$ cat config.mk
export PLATFORM = sky130hd
export DESIGN_NAME = serial_adder
export DESIGN_NICKNAME = d
export VERILOG_FILES = /design/src/rtl/serial_adder_pkg.sv /design/src/rtl/full_adder_bit.sv /design/src/rtl/serial_adder.sv
export SDC_FILE = /design/constraint.sdc
export NUM_CORES = 1
export LEC_CHECK = 0
export CELL_PAD_IN_SITES_DETAIL_PLACEMENT = 0
export CELL_PAD_IN_SITES_GLOBAL_PLACEMENT = 1
export CORE_ASPECT_RATIO = 0.9
export CORE_MARGIN = 8
export CORE_UTILIZATION = 42
export CTS_CLUSTER_SIZE = 40
export DETAILED_ROUTE_END_ITERATION = 8
export DONT_BUFFER_PORTS = 1
export GPL_TIMING_DRIVEN = 1
export HOLD_SLACK_MARGIN = 0.15
export PLACE_DENSITY = 0.83
export SYNTH_ARGS = -nofsm -noshare
export SYNTH_HDL_FRONTEND = slang
export SYNTH_SLANG_ARGS = --single-unit
$ cat constraint.sdc
create_clock -name clk -period 1.25 [get_ports clk]
set_clock_uncertainty 0.1 [all_clocks]
set_input_delay 0.25 -clock clk [delete_from_list [all_inputs] [get_ports clk]]
set_output_delay 0.25 -clock clk [all_outputs]
set_load 0.01 [all_outputs]
$ cat src/rtl/serial_adder_pkg.sv
// Shared definitions for the bit-serial adder: FSM state encoding and the
// helper that sizes the bit counter from the operand width.
package serial_adder_pkg;

   // The encoding 2'd3 is unused; the FSM treats it as illegal and returns to IDLE.
   typedef enum logic [1:0] {
      ST_IDLE = 2'd0,
      ST_RUN  = 2'd1,
      ST_DONE = 2'd2
   } state_t;

   // Bits needed to count 0..w-1, never less than one.
   function automatic int cnt_width(input int w);
      if (w <= 2) return 1;
      return $clog2(w);
   endfunction

endpackage

$ cat src/rtl/full_adder_bit.sv
// Combinational one-bit full adder made of two half-adder stages and an OR.
module full_adder_bit (
   input  logic a,
   input  logic b,
   input  logic cin,
   output logic sum,
   output logic cout
);

   logic w_s1;
   logic w_c1;
   logic w_c2;

   assign w_s1 = a ^ b;
   assign w_c1 = a & b;
   assign sum  = w_s1 ^ cin;
   assign w_c2 = w_s1 & cin;
   assign cout = w_c1 | w_c2;

endmodule

$ cat src/rtl/serial_adder.sv
// Bit-serial adder: LSB-first through one full-adder cell, valid/ready on both sides.
// Optional macro SERIAL_ADDER_OVF_EN adds the signed-overflow output ovf.
module serial_adder
   import serial_adder_pkg::*;
#(
   parameter  int WIDTH = 8,
   localparam int CNT_W = cnt_width(WIDTH)
) (
   input  logic             clk,
   input  logic             rst_n,
   input  logic             in_valid,
   output logic             in_ready,
   input  logic [WIDTH-1:0] a,
   input  logic [WIDTH-1:0] b,
   input  logic             cin,
   output logic             out_valid,
   input  logic             out_ready,
   output logic [WIDTH-1:0] sum,
   output logic             cout,
   output logic             busy
`ifdef SERIAL_ADDER_OVF_EN
   ,
   output logic             ovf
`endif
);

   localparam logic [CNT_W-1:0] LAST = CNT_W'(WIDTH - 1);

   state_t           r_state;
   state_t           w_state_next;
   logic [WIDTH-1:0] r_sh_a;
   logic [WIDTH-1:0] r_sh_b;
   logic [WIDTH-1:0] r_sum_sh;
   logic             r_carry;
   logic [CNT_W-1:0] r_cnt;
   logic             w_s;
   logic             w_c;
   logic             w_last;

   assign w_last = (r_cnt == LAST);

   full_adder_bit u_fa (
      .a    (r_sh_a[0]),
      .b    (r_sh_b[0]),
      .cin  (r_carry),
      .sum  (w_s),
      .cout (w_c)
   );

   always_ff @(posedge clk or negedge rst_n) begin
      if (!rst_n) r_state <= ST_IDLE;
      else        r_state <= w_state_next;
   end

   // Operands are taken only in IDLE; in_ready and out_valid are mutually exclusive by state.
   always_comb begin
      w_state_next = r_state;
      in_ready     = 1'b0;
      out_valid    = 1'b0;
      case (r_state)
         ST_IDLE: begin
            in_ready = 1'b1;
            if (in_valid) w_state_next = ST_RUN;
         end
         ST_RUN: begin
            if (w_last) w_state_next = ST_DONE;
         end
         ST_DONE: begin
            out_valid = 1'b1;
            if (out_ready) w_state_next = ST_IDLE;
         end
         default: w_state_next = ST_IDLE;
      endcase
      busy = (r_state != ST_IDLE);
   end

   always_ff @(posedge clk or negedge rst_n) begin
      if (!rst_n) begin
         r_sh_a   <= '0;
         r_sh_b   <= '0;
         r_sum_sh <= '0;
         r_carry  <= 1'b0;
         r_cnt    <= '0;
      end else if (r_state == ST_IDLE && in_valid) begin
         r_sh_a   <= a;
         r_sh_b   <= b;
         r_sum_sh <= '0;
         r_carry  <= cin;
         r_cnt    <= '0;
      end else if (r_state == ST_RUN) begin
         r_sh_a   <= r_sh_a >> 1;
         r_sh_b   <= r_sh_b >> 1;
         r_sum_sh <= (r_sum_sh >> 1) | (WIDTH'(w_s) << (WIDTH - 1));
         r_carry  <= w_c;
         // Parking at zero keeps WIDTH=1 (and non-power-of-two widths) from wrapping.
         r_cnt    <= w_last ? '0 : r_cnt + 1'b1;
      end
   end

   assign sum  = r_sum_sh;
   assign cout = r_carry;

`ifdef SERIAL_ADDER_OVF_EN
   logic r_carry_msb;

   // On the final RUN cycle r_carry is the carry into the MSB.
   always_ff @(posedge clk or negedge rst_n) begin
      if (!rst_n)                          r_carry_msb <= 1'b0;
      else if (r_state == ST_RUN && w_last) r_carry_msb <= r_carry;
   end

   assign ovf = r_carry_msb ^ r_carry;
`endif

endmodule

Word-level counts from Yosys, hierarchy flattened
Index checks and enable logic that the tools add are counted.

Output and inout port bits: 12. Flip-flop bits (word level): 30.

Bitwise logic cells: 6. Equality and inequality tests: 6. Reduce and logical (&&, ||, !) cells: 5. Multiplexer cells: 17. Add/sub/neg operators: 1.

Operators by type and width (count): two-way mux 8 bit (6); two-way mux 3 bit (3); bitwise OR 7 x 8 -> 8 bit (1); two-way mux 2 bit (3); inequality test 2 bit, second input constant (3); case mux 2 bit (3 select lines) (1); two-way mux 1 bit (4); nonzero test 2 bit (2); adder 3 x 1 -> 3 bit, second input constant (1); == test 3 bit, second input constant (1); AND reduction 3 bit (1); AND 1 bit (2); == test 2 x 1 -> 1 bit, second input constant (1); == test 2 bit, second input constant (1); logical NOT 2 bit (1); XOR 1 bit (2); logical AND 1 bit (1); bitwise OR 1 bit (1).

Logic depth before layout (Yosys ltp)
Gate-level depths: netlist of run 1.

Depth in word-level cells: 5. Gate-level depth with buffers: 5. Depth with buffers taken out: 5.

Hierarchy
Synthesis of run 1 repeated with hierarchy kept, for this count alone.

Cells, all modules: 130. Area, all modules: 1393.8 um^2.

Modules (own cells, without submodules): serial_adder (instances 1, cells an instance 129, seq. area each 750.7 um^2, area an instance 1373.8 um^2); full_adder_bit (instances 1, cells an instance 1, seq. area each 0.0 um^2, area an instance 20.0 um^2).

Least setup slack after synthesis of run 1
OpenSTA, ideal clock, no wires.

Path kind: flip-flop to output port. Start point: reg r_state[1]. End point: out busy. Slack: -0.133 ns. Cell stages (with the launch flop): 5. Path buffers: 2. Data arrival time: 1.033 ns. Data required time: 0.900 ns. Cells stage by stage: dfrtp_1 buf_2 buf_2 nor2_1 inv_1.

Word-level cells in the longest chain between the ends: 1.

RTL lines: start, declared (RTL line serial_adder.sv:29) `state_t r_state;`; start signal, assigned (RTL line serial_adder.sv:52) `else r_state <= w_state_next;`; nonzero test 2 bit (RTL line serial_adder.sv:74) `busy = (r_state != ST_IDLE);`; end, declared (RTL line serial_adder.sv:20) `output logic busy`.

Every way passes these cells.

Worst setup path after layout of run 1
Start point: reg r_state[1]. End point: out in_ready.

Word-level cells in the longest chain between the ends: 2.

RTL lines: logical NOT 2 bit (RTL line serial_adder.sv:60) `case (r_state)`; two-way mux 1 bit (RTL line serial_adder.sv:60); end, declared (RTL line serial_adder.sv:12) `output logic in_ready,`.

Every way passes these cells.

==> results.yml, run 1 <==
clock_network:
  clkTransAtPathRegs_ns: 0.06
  numCtsBuffers: 5
  ctsLongestPathBuffers: 2
  htree_levels: 2
  cts_root_buffer: "clkbuf_8"
  cts.sinks: 30
  clkLatencyLatePin_ns: 0.28
  cts_tree: "done"
worst_setup_path:
  cp_cell_sequence: "buf_6 > nor2_4 > buf_6"
  cp_slowest_cell: "dfrtp_2"
  required_ns: 0.90
  r2r_cells: 5
  crit_type: "reg -> out"
  end_kind: "output port"
  path_depth: 3
  startpoint_type: "flip-flop"
  crit_path_max_fanout: 4
  crit_top_cell: "buf_6"
  critical-path-max-stage-delay_ns: 0.44
  critPathTopFamily: "flip-flops"
  critPathBufInv: 2
  crit_arrival_ns: 1.12
synth:
  synthCells: 130
  synth-edff-count: 0
  synth_ff_type: "dfrtp_1"
  yosysTopAreaCell: "dfrtp_1"
  async_reset_ff_frac: 1.000
  syn_area_sq_um: 1391
  ys_types: 23
  synthTopCellsByCount: "dfrtp_1 (30), nor3_1 (24), nor2_1 (15)"
  seq_area_frac_synth: 0.5396
  synth_top_area_share: 0.5396
  ys_seq_elements: 30
  synth_most_common_cell: "dfrtp_1"
  syn_avg_cell_area_sq_um: 10.70
  ys_top_cells_by_area: "dfrtp_1 (54%), nor3_1 (8.6%), a22o_1 (6.9%)"
  ys_warn_count: 0
  synth_fp_nets: 154
timing:
  drv_slew: 0
  hold_ws_ns: 0.1828
  final.period_utilization: 1.176
  layout_setup_ws_ns: -0.2202
  finalHoldViolCount: 0
  tns_ns: -4.422
  fin_crit_ns: 1.470
  rsz0062_at_grt: "true"
  worst_slew_pin_slew_ns: 0.2330
  finalSetupViolCount: 32
  fmax_mhz: 680.2
  max-slew-margin-rel: 0.8446
grt:
  track_usage: 0.1361
  antenna_found_initial: 0
  grt_max_degree: 31
  grt.overflow.total: 0
  grt_pass1_vias: 1235
  grt_pass1_wl_mm: 5.885
cells_and_area:
  fin_cells: 217
  multiInputGateArea_sq_um: 767.0
  drive_gt1_frac: 0.3815
  syn_to_final_growth_pct: 50.18
  diodes: 0
  final_nets: 196
  nFillCells: 255
  seqCellArea_sq_um: 754.5
power_and_ir_drop:
  leakage_nw: 0.8974
  power_density_nw_per_um2: 2284
  irDropWorstVdd_mv: 1.003
placement:
  place.gp.congestion: 0.7545
  place.detailed.hpwl_mm: 2.140
  port_buffers: 0
  dpl.cell_count: 178
detailed_routing:
  drc: 0
  dr.first_iter.drc_count: 26
  ant_nets: 0
  num_vias: 1152
  detail_route.first_pass.iterations: 4
  routed_wl_mm: 3.711
  via_per_inst: 5.309
  wl_per_cell_um: 17.10
floorplanning:
  die_h_um: 70.60
  ioPinCount: 33
  die_w_um: 76.67
  die-area_sq_um: 5413
  placementRows: 20
  initial_core_util: 0.4244
  coreArea_sq_um: 3278
run:
  max_cap_violations: 0
outcome:
  failed_checks: "setup timing"
  status: "finished with violations"
worst_hold_path:
  hold_class: "in -> reg"
  hold_path_depth: 3
what timing repair did:
action                                  4_1_cts  5_1_grt
buffers inserted                              3        6
resized for setup                            30       20
endpoints found under the hold margin        46        0
pin swaps                                     3        5
gates cloned                                  3        0
endpoints found under the setup margin       28       33
hold buffers                                 19        0
placed cells by master, fill, tap and decap left out, types with 3 or more instances in the layout:
cell type	synthesis	final
a32o_1	3	3
nor3_1	24	11
nand2_1	4	4
inv_1	3	3
nor2_1	15	13
buf_6	2	9
dfrtp_2	0	3
dfrtp_1	30	27
nand2b_1	3	3
buf_4	1	13
o21ai_2	0	3
nor3b_2	0	3
nor3_4	0	5
a22o_1	11	11
nor3_2	0	8
dlygate4sd3_1	0	18
a221o_1	3	3
clkbuf_8	0	5
nor3b_1	12	9
metrics by stage:
| step | util | power (mW) | instance area, sq um | worst slack, ns |
|---|---|---|---|---|
| 3_3_place_gp | 0.4599 | 3.333 | 1508 | -0.02862 |
| 5_1_grt | 0.6374 | 5.102 | 2090 | -0.2666 |
| 2_1_floorplan | - | 2.939 | 1404 | -0.03515 |
| 6_report | 0.6374 | 4.772 | 2090 | -0.2202 |
| 3_5_place_dp | 0.4599 | 3.436 | 1508 | -0.09387 |
| 4_1_cts | 0.5985 | 4.508 | 1962 | -0.2075 |
cells by family (layout without fill, tap and decap cells):
logic type / after synthesis / after routing / synth area share
buffers and inverters: 13 / 53 / 0.05306
AOI/OAI and AO/OA: 22 / 23 / 0.1340
DFF: 30 / 30 / 0.5396
and+or+nand+nor: 62 / 64 / 0.2410
adders and majority gates: 3 / 3 / 0.03237
final cells by class:
class | instances | share of cell area
clock buffers | 6 | 0.03473
multi-input cells | 90 | 0.3671
inverters | 3 | 0.005389
well taps | 44 | 0.02635
repair buffers | 42 | 0.2006
flip-flops and latches | 30 | 0.3611
clock inverters | 2 | 0.004790
worst register-to-register path: stages (launching register included):
cell     delay, ns
dfrtp_2       0.44
buf_6         0.13
buf_6         0.12
or2b_4        0.33
nor3_4        0.15
nor3_2        0.07
power by group:
part	total, mW	internal, mW	switching, mW
registers	1.80	1.43	0.378
logic	2.23	1.24	0.983
clock network	0.741	0.385	0.356
total	4.77	3.05	1.72
routing by layer:
metal,global-route usage,vias to the layer above,wire [um]
met2,0.2224,27,1885
met3,0.05696,8,229
li1,-,553,-
met4,0.05544,0,53
met5,0,-,0
met1,0.1534,564,1542
registers in the layout, indices dropped and copies added, names as in the netlist:
| signal | cells |
|---|---|
| r_sh_b | 8 |
| r_cnt | 3 |
| r_sh_a | 8 |
| r_state | 2 |
| sum | 8 |
| cout | 1 |
final timing paths:
kind                                              from                     to  slack (ns)
worst min-delay path                              a[0]  r_sh_a[0]$_DFFE_PN0P_        0.18
worst min register to register    r_cnt[1]$_DFFE_PN0P_   r_cnt[1]$_DFFE_PN0P_        0.41
worst max register to register  r_state[0]$_DFFE_PN0P_  r_sh_b[4]$_DFFE_PN0P_       -0.19
worst max-delay path            r_state[1]$_DFFE_PN0P_               in_ready       -0.22
min in group asynchronous                        rst_n   r_cnt[0]$_DFFE_PN0P_        0.30
max in group asynchronous                        rst_n       cout$_DFFE_PN0P_        0.57
No activity file was read; power rests on OpenSTA's default activity.
==> run 2, diff against run 1 <==
- PLACE_DENSITY: 0.83 -> not set
- PLACE_DENSITY_LB_ADDON: not set -> 0.1
==> results.yml, run 2 (same netlist as run 1, synthesis figures left out) <==
outcome:
  status: "finished with violations"
  failed_checks: "setup timing"
cells_and_area:
  postLayoutCellArea_sq_um: 2039
  mostFrequentLayoutCell: "dfrtp_1"
  drive_gt1_frac: 0.3567
  final_nets: 194
  nFillCells: 265
  diodes: 0
  final_cell_mix: "dfrtp_1 (28), dlygate4sd3_1 (17), nor2_1 (14), nor3_1 (14)"
  syn_to_final_growth_pct: 46.58
grt:
  grt.overflow.total: 0
  grt_pass1_vias: 1288
  grt_max_degree: 31
  track_usage: 0.1349
  antenna_found_initial: 0
  grt_pass1_wl_mm: 5.934
worst_setup_path:
  required_ns: 0.90
  crit_top_cell: "buf_6"
  r2r_cells: 5
  cp_slowest_cell: "dfrtp_1"
  crit_path_max_fanout: 4
  startpoint_type: "flip-flop"
  end_kind: "output port"
  critical-path-max-stage-delay_ns: 0.40
  crit_type: "reg -> out"
  cp_cell_sequence: "buf_6 > nor2_4 > buf_6"
  crit_arrival_ns: 1.06
detailed_routing:
  dr.first_iter.drc_count: 14
  detail_route.first_pass.iterations: 4
  num_vias: 1154
  ant_nets: 0
  drc: 0
  routed_wl_mm: 3.437
  via_per_inst: 5.367
  wl_per_cell_um: 15.99
timing:
  fin_crit_ns: 1.415
  finalSetupViolCount: 32
  rsz0062_at_grt: "true"
  fmax_mhz: 706.8
  drv_slew: 0
  final.period_utilization: 1.132
  finalHoldViolCount: 0
  worst_slew_pin_slew_ns: 0.2847
  max-slew-margin-rel: 0.8102
  layout_setup_ws_ns: -0.1649
clock_network:
  numCtsBuffers: 5
  clkTransAtPathRegs_ns: 0.06
  cts.sinks: 30
  cts_tree: "done"
  cts_root_buffer: "clkbuf_8"
  clkLatencyLatePin_ns: 0.28
  htree_levels: 2
  ctsLongestPathBuffers: 2
power_and_ir_drop:
  total_power_mw: 4.690
  irDropWorstVdd_mv: 1.058
  power_density_nw_per_um2: 2299
  leakage_nw: 0.8912
floorplanning:
  die-area_sq_um: 5413
  coreArea_sq_um: 3278
  placementRows: 20
  die_h_um: 70.60
  ioPinCount: 33
  initial_core_util: 0.4244
  die_w_um: 76.67
worst_hold_path:
  hold_class: "in -> reg"
  hold_path_depth: 3
placement:
  place.detailed.hpwl_mm: 2.156
  place_ws_ns: -0.09539
  port_buffers: 0
  postPlaceCellArea_sq_um: 1515
  place.gp.congestion: 0.6985
run:
  max_cap_violations: 0
==> run 2: critical path, delay by kind of cell, from the launching register on <==
family / cells / cell delay [ns]
simple gates: 1 / 0.13
buf+inv: 2 / 0.26
flops: 1 / 0.40
==> run 2: cell type report <==
cell class                      count  area, sq um  area share
Clock buffer                        8        80.08     0.03926
Timing Repair Buffer               41        429.2      0.2104
Multi-Input combinational cell     89        710.7      0.3485
Sequential cell                    30        753.2      0.3693
Tap cell                           44        55.05     0.02699
Inverter                            3        11.26    0.005521
==> run 2: per-layer routing <==
layer,vias to the layer above,part of all wire,track usage
met3,4,0.048,0.04937
li1,547,-,-
met2,21,0.50,0.2196
met4,0,0.0070,0.05117
met5,-,0,0
met1,582,0.45,0.1586
==> run 2: repair_timing <==
item | 4_1_cts | 5_1_grt
cloned | 2 | 0
setup endpoints to repair | 29 | 33
pin swaps | 9 | 5
hold buffers | 18 | 0
buffers inserted | 8 | 0
hold endpoints to repair | 45 | 0
resized for setup | 35 | 9
==> run 2: metrics by stage <==
stage / hold slack (ns) / setup TNS (ns) / utilization / std cells
floorplan: -0.1456 / -0.4424 / - / 130
finish: 0.1596 / -1.904 / 0.6221 / 215
detailed placement: -0.1447 / -1.508 / 0.4622 / 179
CTS: 0.1671 / -1.922 / 0.6134 / 215
global route: 0.1938 / -3.836 / 0.6221 / 215
global placement: -0.1447 / -0.4207 / 0.4622 / 179
==> run 2: path summary, 6_finish.rpt <==
path / from / to / slack (ns)
worst min-delay path: cin / cout$_DFFE_PN0P_ / 0.16
worst max register to register: r_state[1]$_DFFE_PN0P_ / r_sh_a[0]$_DFFE_PN0P_ / -0.09
worst max-delay path: r_state[0]$_DFFE_PN0P_ / in_ready / -0.16
max in group asynchronous: rst_n / r_state[1]$_DFFE_PN0P_ / 0.56
min in group asynchronous: rst_n / r_sh_b[0]$_DFFE_PN0P_ / 0.31
worst min register to register: r_cnt[1]$_DFFE_PN0P_ / r_cnt[1]$_DFFE_PN0P_ / 0.40
==> run 2: power by group <==
| part | total [mW] | internal (mW) | switching [mW] |
|---|---|---|---|
| sequential | 1.80 | 1.42 | 0.375 |
| clock | 0.723 | 0.394 | 0.329 |
| combinational | 2.17 | 1.25 | 0.919 |
==> RTL edit: new RTL, settings of run 1 <==
Re-encode `state_t` (3 states) as one-hot, 3 bits wide.
--- a/src/rtl/serial_adder_pkg.sv
+++ b/src/rtl/serial_adder_pkg.sv
@@ -3,10 +3,10 @@
 package serial_adder_pkg;
 
    // The encoding 2'd3 is unused; the FSM treats it as illegal and returns to IDLE.
-   typedef enum logic [1:0] {
-      ST_IDLE = 2'd0,
-      ST_RUN  = 2'd1,
-      ST_DONE = 2'd2
+   typedef enum logic [2:0] {
+      ST_IDLE = 3'b001,
+      ST_RUN  = 3'b010,
+      ST_DONE = 3'b100
    } state_t;
 
    // Bits needed to count 0..w-1, never less than one.
Behaviour: same outputs for any inputs over 10 cycles, from zero or initial values and one cycle with rst_n low; not proved beyond that.
==> RTL edit against run 1 <==
- the flow still finishes with violations (negative setup slack)
- total power is 2.5% higher
- critical path type is now reg2reg
- sequential cell count increased by 1
- synthesized area grew 2.3%
- critical endpoint is now r_sh_a[1]
- maximum frequency is 9.6% lower
- final cell count increased by 8.3%
- wire length increased by 10%
- cell area up 2.0%
- setup slack got worse by 0.16 ns
- largest cell class is now registers
- largest power group unchanged
==> RTL edit: results (changes against run 1) <==
| Metric | Value |
|---|---|
| Nets | `214 (+9.2%)` |
| Worst Hold Class | `in2reg` |
| Total global-route track usage | `0.139 (+0.00247)` |
| CTS Buf Count | `5 (unchanged)` |
| Mux share of post-synthesis cell area | `0 (unchanged)` |
| Max clock buf depth | `2 (unchanged)` |
| Worst setup slack after layout | `-0.376 ns (-0.155 ns)` |
| First-pass GRT wire length | `6000 µm (+2.0%)` |
| Pleak | `0.942 nW (+5.0%)` |
| Setup TNS | `-7.94 ns (-3.52 ns)` |
| Synth unique cells | `28 (+22%)` |
| Crit path DAT | `1.72 ns (+0.60 ns)` |
| WL final | `4090 µm (+10%)` |
| Diode count | `0 (unchanged)` |
| Filler cell count | `278 (+9.0%)` |
| Worst VDD drop | `1190 µV (+19%)` |
| Share of layout cells above drive strength 1 | `0.346 (-0.0360)` |
| Vias post-DR | `1,276 (+11%)` |
| Largest net degree at the start of global routing | `32 (+3.2%)` |
| Critical path fanouts, max | `6 (+2)` |
| Hold path depth | `3 (unchanged)` |
| First-pass DRT Iterations | `4 (unchanged)` |
| Actual slew at the worst max-slew pin | `0.261 ns (+0.0283 ns)` |
| Hold_sp | `in_valid` |
| Synth area leaders | `dfrtp_1, a21oi_1, nand2_1` |
| Final GP Congestion | `0.781 (+3.5%)` |
| Outcome | `finished, violations left` |
| Hold Crit Endpoint | `r_state[1]` |
| Failing checks | `negative setup slack` |
| Synth top cells by count | `a21oi_1, dfrtp_1, nand2_1` |
| FF-to-FF End | `r_sh_a[1]` |
| Beginning of the critical path | `r_state[0]` |
| Worst reg-to-reg path cell count | `6 (+1)` |
| Worst path slowest cell | `dfstp_2` |
| Adder-cell share of the synthesized area | `0.0316 (-0.000740)` |
| Top_reg_cell synth | `dfrtp_1` |
| DRT iter0 DRCs | `59 (+130%)` |
| Syn nets | `171 (+11%)` |
| Seq/Total Area, Yosys | `0.546 (+0.00613)` |
| Dpl hpwl | `2350 µm (+9.9%)` |
| Final setup violation count | `33 (+3.1%)` |
| Asr flop ratio synth | `1.00 (unchanged)` |
| Worst skew pair latency | `0.29 ns` |
| YS warnings | `0 (unchanged)` |
| Crit path largest cell delay | `0.55 ns (+0.11 ns)` |
| Synth Area in Compound Gates | `0.178 (+0.0444)` |
## RTL edit: layout make-up
| cell class | instances | area (µm²) | share of cell area |
|---|---|---|---|
| clock inverters | 2 | 35.0 | 0.0164 |
| multi-input cells | 100 | 678 | 0.318 |
| well taps | 44 | 55.1 | 0.0258 |
| flip-flops and latches | 31 | 778 | 0.365 |
| repair buffers | 46 | 479 | 0.225 |
| clock buffers | 6 | 82.6 | 0.0388 |
| inverters | 6 | 22.5 | 0.0106 |
## RTL edit: cell families after synthesis
kind of cell | Yosys count
AO/OA/AOI/OAI | 42
adder cells (fa/ha/maj) | 3
buffers and inverters | 16
flip-flops | 31
AND/OR/NAND/NOR | 55
## RTL edit: through the flow
step | setup slack (ns) | cells | area, µm² | util | hold slack (ns)
after floorplan | -0.188 | 147 | 1450 | - | -0.146
after CTS | -0.342 | 233 | 1990 | 0.602 | 0.183
after detailed placement | -0.203 | 201 | 1570 | 0.476 | -0.145
after global placement | -0.175 | 201 | 1570 | 0.476 | -0.145
after global routing | -0.409 | 235 | 2130 | 0.645 | 0.202
final | -0.376 | 235 | 2130 | 0.645 | 0.183
## RTL edit: worst max path at each step
stage | to | slack [ns] | depth (start not counted)
6_report | r_sh_a[1] | -0.38 | 6
5_1_grt | r_sh_b[1] | -0.41 | 6
4_1_cts | in_ready | -0.34 | 4
3_5_place_dp | r_sh_a[2] | -0.20 | 6
3_3_place_gp | r_sh_b[0] | -0.18 | 4
2_1_floorplan | r_sh_b[0] | -0.19 | 4
## RTL edit: timing repair
action / in CTS / in global routing
resized for setup: 13 / 32
buffers inserted: 4 / 2
gates cloned: 0 / 0
endpoints found under the setup margin: 33 / 34
hold buffers: 20 / 0
endpoints found under the hold margin: 50 / 0
pin swaps: 11 / 9
## RTL edit: worst reg2reg max path, delay by kind of cell (launching register included)
kind | cells | cell delay [ns]
DFF | 1 | 0.55
buffers and inverters | 3 | 0.39
and+or+nand+nor | 1 | 0.28
AOI/OAI and AO/OA | 2 | 0.22
## RTL edit: per-layer routing
| metal | share of wire | track usage | vias to the layer above |
|---|---|---|---|
| met5 | 0 | 0 | - |
| met4 | 0.018 | 0.0502 | 0 |
| met3 | 0.074 | 0.0675 | 8 |
| met2 | 0.51 | 0.237 | 46 |
| met1 | 0.39 | 0.144 | 633 |
| li1 | - | - | 589 |
## RTL edit: power breakdown
part,switching [mW],internal (mW),leakage [nW]
Sequential,0.265,1.38,0.385
Combinational,1.12,1.10,0.496
Clock,0.377,0.644,0.0612
